File: src/rtl/mem_pkg.sv
// Shared types and constants for the memory-stage load/store unit.
// FSM states, RV32I load/store funct3 encodings and mcause values.
package mem_pkg;

  typedef enum logic [1:0] {
    IDLE,
    REQ,
    WAIT_RSP,
    DONE
  } state_t;

  localparam logic [2:0] F3_LB  = 3'b000;
  localparam logic [2:0] F3_LH  = 3'b001;
  localparam logic [2:0] F3_LW  = 3'b010;
  localparam logic [2:0] F3_LBU = 3'b100;
  localparam logic [2:0] F3_LHU = 3'b101;
  localparam logic [2:0] F3_SB  = 3'b000;
  localparam logic [2:0] F3_SH  = 3'b001;
  localparam logic [2:0] F3_SW  = 3'b010;

  localparam logic [4:0] LOAD_MISALIGNED  = 5'd4;
  localparam logic [4:0] LOAD_FAULT       = 5'd5;
  localparam logic [4:0] STORE_MISALIGNED = 5'd6;
  localparam logic [4:0] STORE_FAULT      = 5'd7;

  // funct3[1:0]: 00 byte, 01 half, anything else is treated as a word
  function automatic logic is_aligned(
    input logic [2:0] f3,
    input logic [1:0] off
  );
    logic ok;
    case (f3[1:0])
      2'b00:   ok = 1'b1;
      2'b01:   ok = ~off[0];
      default: ok = (off == 2'b00);
    endcase
    return ok;
  endfunction

endpackage

File: src/rtl/mem_access_unit_load_align.sv
// Combinational load formatter: lane select plus sign/zero extension.
// Kept standalone so a cache read path can share it.
module load_align
  import mem_pkg::*;
(
  input  logic [31:0] rdata,
  input  logic [1:0]  off,
  input  logic [2:0]  funct3,
  output logic [31:0] data
);

  logic [7:0]  lane_b;
  logic [15:0] lane_h;
  logic        sext;

  always_comb begin
    lane_b = 8'h00;
    case (off)
      2'd0: lane_b = rdata[7:0];
      2'd1: lane_b = rdata[15:8];
      2'd2: lane_b = rdata[23:16];
      2'd3: lane_b = rdata[31:24];
      default: lane_b = 8'h00;
    endcase
    lane_h = off[1] ? rdata[31:16] : rdata[15:0];
    sext   = ~funct3[2];
    case (funct3[1:0])
      2'b00:   data = {{24{sext & lane_b[7]}}, lane_b};
      2'b01:   data = {{16{sext & lane_h[15]}}, lane_h};
      default: data = rdata;
    endcase
  end

endmodule

File: src/rtl/mem_access_unit.sv
// MEM-stage load/store unit: one bus transaction per op, stalls until
// the response, then presents formatted data/exception for one cycle.
module mem_access_unit
  import mem_pkg::*;
(
  input  logic        clk,
  input  logic        rst_n,
  input  logic        op_valid_i,
  input  logic        mem_rd_i,
  input  logic        mem_wr_i,
  input  logic [2:0]  funct3_i,
  input  logic [31:0] addr_i,
  input  logic [31:0] wdata_i,
  input  logic        flush_i,
  output logic        dmem_req_o,
  output logic        dmem_we_o,
  output logic [31:0] dmem_addr_o,
  output logic [3:0]  dmem_wstrb_o,
  output logic [31:0] dmem_wdata_o,
  input  logic        dmem_gnt_i,
  input  logic        dmem_rvalid_i,
  input  logic [31:0] dmem_rdata_i,
  input  logic        dmem_err_i,
  output logic        stall_o,
  output logic [31:0] mem_data_o,
  output logic [5:0]  exception_o
);

  state_t      state, next;
  logic        mem_op, aligned, issue, misal;
  logic [3:0]  strb;
  logic [31:0] lanes;
  logic [31:0] addr_q, wdata_q, fmt, res_data;
  logic [3:0]  strb_q;
  logic [2:0]  f3_q;
  logic        we_q, kill;
  logic [5:0]  res_exc;

  assign mem_op  = op_valid_i & (mem_rd_i | mem_wr_i) & ~flush_i;
  assign aligned = is_aligned(funct3_i, addr_i[1:0]);
  assign issue   = (state == IDLE) & mem_op & aligned & rst_n;
  assign misal   = (state == IDLE) & mem_op & ~aligned;

  always_comb begin
    case (funct3_i[1:0])
      2'b00: begin
        strb  = 4'b0001 << addr_i[1:0];
        lanes = {4{wdata_i[7:0]}};
      end
      2'b01: begin
        strb  = 4'b0011 << addr_i[1:0];
        lanes = {2{wdata_i[15:0]}};
      end
      default: begin
        strb  = 4'b1111;
        lanes = wdata_i;
      end
    endcase
  end

  load_align u_align (
    .rdata  (dmem_rdata_i),
    .off    (addr_q[1:0]),
    .funct3 (f3_q),
    .data   (fmt)
  );

  always_comb begin
    next         = state;
    dmem_req_o   = 1'b0;
    dmem_we_o    = 1'b0;
    dmem_addr_o  = 32'h0;
    dmem_wstrb_o = 4'h0;
    dmem_wdata_o = 32'h0;
    stall_o      = 1'b0;
    mem_data_o   = 32'h0;
    exception_o  = 6'h0;
    if (rst_n) begin
      case (state)
        IDLE: begin
          if (issue) begin
            dmem_req_o   = 1'b1;
            dmem_we_o    = mem_wr_i;
            dmem_addr_o  = {addr_i[31:2], 2'b00};
            dmem_wstrb_o = mem_wr_i ? strb : 4'h0;
            dmem_wdata_o = mem_wr_i ? lanes : 32'h0;
            stall_o      = 1'b1;
            next         = dmem_gnt_i ? WAIT_RSP : REQ;
          end else if (misal) begin
            exception_o = {1'b1, mem_rd_i ? LOAD_MISALIGNED
                                          : STORE_MISALIGNED};
          end
        end
        REQ: begin
          dmem_req_o   = 1'b1;
          dmem_we_o    = we_q;
          dmem_addr_o  = {addr_q[31:2], 2'b00};
          dmem_wstrb_o = strb_q;
          dmem_wdata_o = wdata_q;
          stall_o      = 1'b1;
          if (dmem_gnt_i) next = WAIT_RSP;
        end
        WAIT_RSP: begin
          stall_o = 1'b1;
          if (dmem_rvalid_i) next = DONE;
        end
        DONE: begin
          next        = IDLE;
          mem_data_o  = kill ? 32'h0 : res_data;
          exception_o = kill ? 6'h0 : res_exc;
        end
        default: next = IDLE;
      endcase
    end
  end

  always_ff @(posedge clk) begin
    if (!rst_n) begin
      state    <= IDLE;
      kill     <= 1'b0;
      res_data <= 32'h0;
      res_exc  <= 6'h0;
      addr_q   <= 32'h0;
      wdata_q  <= 32'h0;
      strb_q   <= 4'h0;
      f3_q     <= 3'h0;
      we_q     <= 1'b0;
    end else begin
      state <= next;
      if (issue) begin
        addr_q  <= addr_i;
        wdata_q <= mem_wr_i ? lanes : 32'h0;
        strb_q  <= mem_wr_i ? strb : 4'h0;
        f3_q    <= funct3_i;
        we_q    <= mem_wr_i;
      end
      if (next == IDLE)
        kill <= 1'b0;
      else if (flush_i && (state == REQ || state == WAIT_RSP))
        kill <= 1'b1;
      // Stores return no data; a bus error zeroes the data either way
      if (state == WAIT_RSP && dmem_rvalid_i) begin
        if (dmem_err_i) begin
          res_data <= 32'h0;
          res_exc  <= {1'b1, we_q ? STORE_FAULT : LOAD_FAULT};
        end else begin
          res_data <= we_q ? 32'h0 : fmt;
          res_exc  <= 6'h0;
        end
      end
    end
  end

endmodule

File: config.mk
export PLATFORM = sky130hd
export DESIGN_NAME = mem_access_unit
export DESIGN_NICKNAME = d
export VERILOG_FILES = /design/src/rtl/mem_pkg.sv /design/src/rtl/mem_access_unit_load_align.sv /design/src/rtl/mem_access_unit.sv
export SDC_FILE = /design/constraint.sdc
export NUM_CORES = 1
export LEC_CHECK = 0
export CORE_MARGIN = 2
export CORE_UTILIZATION = 45
export CTS_CLUSTER_SIZE = 12
export DETAILED_ROUTE_END_ITERATION = 12
export GPL_TIMING_DRIVEN = 0
export MAX_ROUTING_LAYER = met4
export PLACE_DENSITY = 0.86
export SLEW_MARGIN = 10
export SYNTH_ARGS = -nofsm -noshare
export SYNTH_HDL_FRONTEND = slang
export SYNTH_SLANG_ARGS = --single-unit
File: constraint.sdc
create_clock -name clk -period 2.7 [get_ports clk]
set_input_delay 0.54 -clock clk [delete_from_list [all_inputs] [get_ports clk]]
set_output_delay 0.54 -clock clk [all_outputs]
set_load 0.02 [all_outputs]
Yosys cells after proc, flatten, opt, wreduce, memory -nomap -nowiden
Index checks and enable logic that the tools add are counted.
- memories kept: 0
- output and inout bits: 109
- bits in writable memories: 0
- word-level logic and storage cells: 88
- memory bits (read-only): 0
- latch bits: 0
- register bits: 113
- bits of input ports: 108
- multiply operators: 0
- div/mod/pow operators: 0
- reductions and logical operators: 11
- order comparisons: 0
- equal/unequal tests: 8
- muxes and demuxes: 44
- shift operators: 2
- $add $sub $neg: 0
- bitwise operators: 14
- operator list (cell ; number):
    $mux 32 ; 10
    $pmux 32 s2 ; 4
    $pmux 8 s4 ; 1
    $mux 6 ; 5
    $mux 16 ; 1
    $pmux 4 s2 ; 2
    $mux 2 ; 7
    $logic_not 2->1 ; 6
    $mux 4 ; 3
    $pmux 6 s2 ; 1
    $and 1x1->1 ; 8
    $eq 2x1->1 const B ; 4
    $eq 2x2->1 const B ; 4
    $pmux 1 s2 ; 4
    $pmux 2 s4 ; 1
    $mux 1 ; 5
    $not 1->1 ; 5
    $reduce_or 2->1 ; 2
    $shl 1x2->4 const A ; 1
    $shl 2x2->4 const A ; 1
    $logic_and 1x1->1 ; 2
    $logic_or 1x1->1 ; 1
    $or 1x1->1 ; 1

Longest topological paths before layout
- depth after elaboration: 11
- depth in mapped cells: 9
- gate-level depth less buffers: 6

Modules after synthesis
A second synthesis with hierarchy kept.
- cells, all modules: 836
- area, all modules: 6324.8 sq um
- modules (own cells, without submodules) (module ; seq. area each (sq um) ; area an instance (sq um) ; times used ; cells each):
    mem_access_unit ; 2182.1 ; 5341.4 ; 1 ; 703
    load_align ; 0.0 ; 983.4 ; 1 ; 133

Least setup slack after synthesis
No wires, ideal clock.
- kind: input -> output
- start: input addr_i[1]
- end: output dmem_addr_o[10]
- arrival time: 1.968 ns
- required time: 2.160 ns
- slack: 0.192 ns
- path buffers: 3
- stages: 7
- path through: buf_2 > and2_1 > nor4_2 > buf_4 > buf_4 > nand2_1 > a21oi_1
- longest elaborated chain between the ends: 7
- ends and longest elaborated chain (element ; RTL line ; RTL):
    start: declaration ; mem_access_unit.sv:12 ; input logic [31:0] addr_i,
    $logic_not 2->1 ; mem_pkg.sv:35 ; default: ok = (off == 2'b00);
    $pmux 1 s2 ; mem_pkg.sv:32 ; case (f3[1:0])
    $and 1x1->1 (2 in a row) ; mem_access_unit.sv:41 ; assign issue = (state == IDLE) & mem_op & aligned & rst_n;
    $mux 32 ; mem_access_unit.sv:81 ; if (issue) begin
    $pmux 32 s2 ; mem_access_unit.sv:79 ; case (state)
    $mux 32 ; mem_access_unit.sv:78 ; if (rst_n) begin
    end: declaration ; mem_access_unit.sv:17 ; output logic [31:0] dmem_addr_o,
No other way between the ends.

Worst setup path in the final report
- start: input flush_i
- end: output dmem_addr_o[16]
- longest elaborated chain between the ends: 8
- ends and longest elaborated chain (element ; RTL line ; RTL):
    start: declaration ; mem_access_unit.sv:14 ; input logic flush_i,
    $not 1->1 ; mem_access_unit.sv:39 ; assign mem_op = op_valid_i & (mem_rd_i | mem_wr_i) & ~flush_i;
    $and 1x1->1 ; mem_access_unit.sv:39 ;
    $and 1x1->1 (3 in a row) ; mem_access_unit.sv:41 ;
    $mux 32 ; mem_access_unit.sv:81 ;
    $pmux 32 s2 ; mem_access_unit.sv:79 ;
    $mux 32 ; mem_access_unit.sv:78 ;
No other way between the ends.

==> summary.txt <==
Global routing
  – GRT met2 Usage: 0.488
  – Total global-route track usage: 0.304
  – First-pass GRT wire length: about 34 mm
  – Total grt overflow: 0
  – GR peak layer: met2
  – M1 GR Usage: 0.372
  – Initial antenna violation count: 3
  – Largest net degree at the start of global routing: 16
  – Met3 Track Usage GR: 0.0651
  – Vias in the first global route: 6612

Power and ir drop
  – Total power: 3.51 mW
  – NetSw: ~900 uW
  – Gate power share: 0.170
  – Internal power: 2.61 mW
  – Max VDD drop: about 0.32 mV
  – P per Cell Area: 382 mW/mm2
  – Reg power frac: 0.467
  – Clk pwr share: 0.363
  – P_leak: 3.93 nW
  – Switching Share: 0.257

Floorplanning
  – Die footprint: 0.0142 mm2
  – Starting Density: 0.456
  – Row count: 42
  – Width of the die: 119 um
  – Core ar.: ~0.013 mm2
  – DIE HEIGHT: approximately 120 um
  – Ports: between 200 and 250

Clock network
  – Root Buffer: clkbuf_16
  – Sink Count: about 110
  – CTS buffer count: 9
  – Longest Clk Path Bufs: 2
  – CTS tree: yes
  – Clk_lat worst skew: 0.35 ns
  – Reg clk slew, reported paths: 0.06 ns
  – CTS H-Tree Depth: 3
  – Cts hold-fix bufs: 0

Worst setup path
  – Max FO, Critical Path: 7
  – CP dominant cell by count: buf_6
  – Critical path launch point type: primary input
  – Kind of critical path: primary input to output pin
  – R2R cell count: 9
  – Required time worst endpoint: ~2.2 ns
  – CP Cell Sequence: dlygate4sd2_1, nand4b_1, nor4_4, buf_6, buf_6, nand2_2, a21oi_2, buf_4
  – Crit end category: output pin
  – Worst Path Arrival: 2.24 ns
  – Critical path's slowest cell: nor4_4
  – Maximum single-stage delay on the critical path: 0.43 ns

Logic synthesis
  – Post-synth EDFFs: 0
  – Async SR Flop Fraction: 0
  – Post-synthesis compound-gate area fraction: 0.255
  – Synth Area in Simple Gates: 0.264
  – Syn_area_per_cell: roughly 7.1 um2
  – Sequential share of the synthesized area: 0.364
  – Mux contribution to synthesized area: 0.0389
  – Primary FF master, synth: dfxtp_1
  – Mapped Cells: 840
  – Adder-Cell Fraction of Synth Area: 0.0146
  – Mapped Area: 0.00599 mm2
  – Post-synthesis xor/xnor area fraction: 0.00146
  – Yosys cell types: 52
  – Synth Warn #: 0
  – Largest family of logic cells by synthesized area: simple AND/OR/NAND/NOR gates
  – Synthesized flop and latch total: 109

Layout
  – Nets: 1202
  – Share of layout cells above drive strength 1: 0.226
  – Filler cell count: 1067
  – Area delta synth->final: 53.4%
  – FF+latch area: 0.00219 mm2
  – Final Core Density: 0.699
  – Multi-input logic area: ~0.0038 mm2

Routing
  – DRC: 0
  – Routed WL: about 22 mm
  – Drt first-iter violations: 567
  – Vias: 7119
  – Initial DRT Pass Iterations: 6
  – Post-DRT Antenna Nets: 0
  – Vias per cell: around 5.6
  – Routed len/inst: 17.4 um

Outcome
  – Failing checks: negative setup slack
  – Status: finished with violations

Timing
  – Final Hold Violating Endpoints: 0
  – Period utilization: 1.03
  – Clk_skew: ~0.0063 ns
  – Tightest Pin Transition: approximately 0.62 ns
  – RSZ-0062 raised after global routing: true
  – Total negative slack: -1.48 ns
  – Final setup viols: 28
  – Fin crit period: 2.78 ns
  – Worst rel slew slack: 0.584
  – Max-slew violation count: 0
  – Final worst setup slack: -0.0843 ns
  – Max Fclk: 0.359 GHz

Min path
  – HP Class: register to register
  – Worst hold stages: 2

Placed design
  – DP Wirelength: 15.7 mm
  – I/O Buffers: 211
  – Pre-CTS setup slack: -1.19 ns
  – Final Wtd Congestion: around 1

Flow run
  – Max Cap Viol: 0
## layout make-up
type / instances / share of cell area
plain buffers: 73 / 0.0436
repair buffers: 237 / 0.246
clock inverters: 1 / 0.000545
well taps: 176 / 0.0240
flip-flops and latches: 109 / 0.238
diodes: 3 / 0.000817
clock buffers: 14 / 0.0298
inverters: 8 / 0.00381
multi-input cells: 649 / 0.413
## state kept, by name, summed over array words and instances (netlist names)
signal    flops
state         2
strb_q        4
kill          1
f3_q          3
res_exc       2
we_q          1
wdata_q      32
addr_q       32
res_data     32
## per-layer routing
metal | wire [um] | part of all wire
met1 | 8930 | 0.40
met2 | 10500 | 0.47
met4 | 822 | 0.037
met5 | 0 | 0
met3 | 1880 | 0.085
## cells by family after synthesis
group / count (synthesis)
compound gates: 248
simple gates: 368
other cells: 1
flops: 109
mux: 21
xor+xnor: 1
fa+ha+maj: 7
buf+inv: 85
## repair_timing
item	in CTS	in global routing
gates cloned	3	1
setup buffers	11	11
resized for setup	363	166
pin swaps	14	29
endpoints found under the hold margin	0	0
setup endpoints to repair	105	92
## Yosys cell counts (3+ instances only)
cell | n | area (um2)
a211o_1 | 6 | 52.6
a21o_1 | 7 | 52.6
a21oi_1 | 146 | 731
a221oi_1 | 9 | 78.8
a22o_1 | 7 | 61.3
and2_0 | 8 | 50.1
and2_1 | 11 | 68.8
and3b_1 | 6 | 52.6
buf_1 | 7 | 26.3
buf_2 | 11 | 55.1
buf_4 | 8 | 60.1
clkbuf_1 | 51 | 191
dfxtp_1 | 109 | 2180
ha_1 | 7 | 87.6
inv_1 | 5 | 18.8
inv_2 | 3 | 11.3
mux2_2 | 8 | 90.1
mux2i_1 | 12 | 120
nand2_1 | 244 | 916
nand2b_1 | 3 | 18.8
nand3_1 | 6 | 30.0
nor2_1 | 62 | 233
nor2b_1 | 5 | 31.3
o21a_1 | 18 | 135
o21ai_1 | 11 | 55.1
o22ai_1 | 8 | 50.1
o32ai_1 | 23 | 201
or3_1 | 9 | 56.3
## placed cells by master, fill, tap and decap left out, types with 7 or more instances in the layout
| master | n |
|---|---|
| a21o_1 | 7 |
| a21oi_1 | 97 |
| a21oi_2 | 48 |
| a221oi_1 | 9 |
| a22o_1 | 7 |
| and2_0 | 8 |
| and2_1 | 10 |
| buf_2 | 16 |
| buf_4 | 61 |
| buf_6 | 28 |
| clkbuf_1 | 37 |
| clkbuf_16 | 10 |
| clkbuf_2 | 18 |
| clkdlybuf4s50_1 | 105 |
| dfxtp_1 | 107 |
| dlygate4sd2_1 | 8 |
| dlymetal6s2s_1 | 28 |
| mux2_2 | 8 |
| mux2i_1 | 12 |
| nand2_1 | 221 |
| nand2_2 | 18 |
| nor2_1 | 59 |
| o21a_1 | 17 |
| o21ai_1 | 11 |
| o22ai_1 | 8 |
| o32ai_1 | 23 |
| or3_1 | 8 |
## worst max-delay path, delay by kind of cell
kind,cells,cell delay [ns]
compound gates,1,0.14
buf+inv,4,0.80
simple gates,3,0.76
## through the flow
stage	cells	instance area, um2	hold WS [ns]
after floorplan	843	6000	0.432
after global placement	1230	8330	0.442
after detailed placement	1230	8330	0.447
after CTS	1256	8730	0.456
after global routing	1270	9190	0.471
final	1270	9190	0.454
## power groups by stage
stage | registers, mW | logic [mW] | clock network [mW]
finish | 1.64 | 0.598 | 1.27
global route | 1.64 | 0.637 | 1.35
CTS | 1.64 | 0.555 | 1.29
detailed placement | 1.68 | 0.533 | 0
global placement | 1.68 | 0.530 | 0
floorplan | 1.67 | 0.257 | 0
## path summary, 6_finish.rpt
| path | from | endpoint | slack [ns] |
|---|---|---|---|
| max | flush_i | dmem_addr_o[16] | -0.08 |
| min | addr_q[17] | addr_q[17] | 0.45 |
| max reg2reg | state[0] | res_data[31] | 0.39 |
| min reg2reg | addr_q[17] | addr_q[17] | 0.45 |
(Power assumes the default switching activity.)
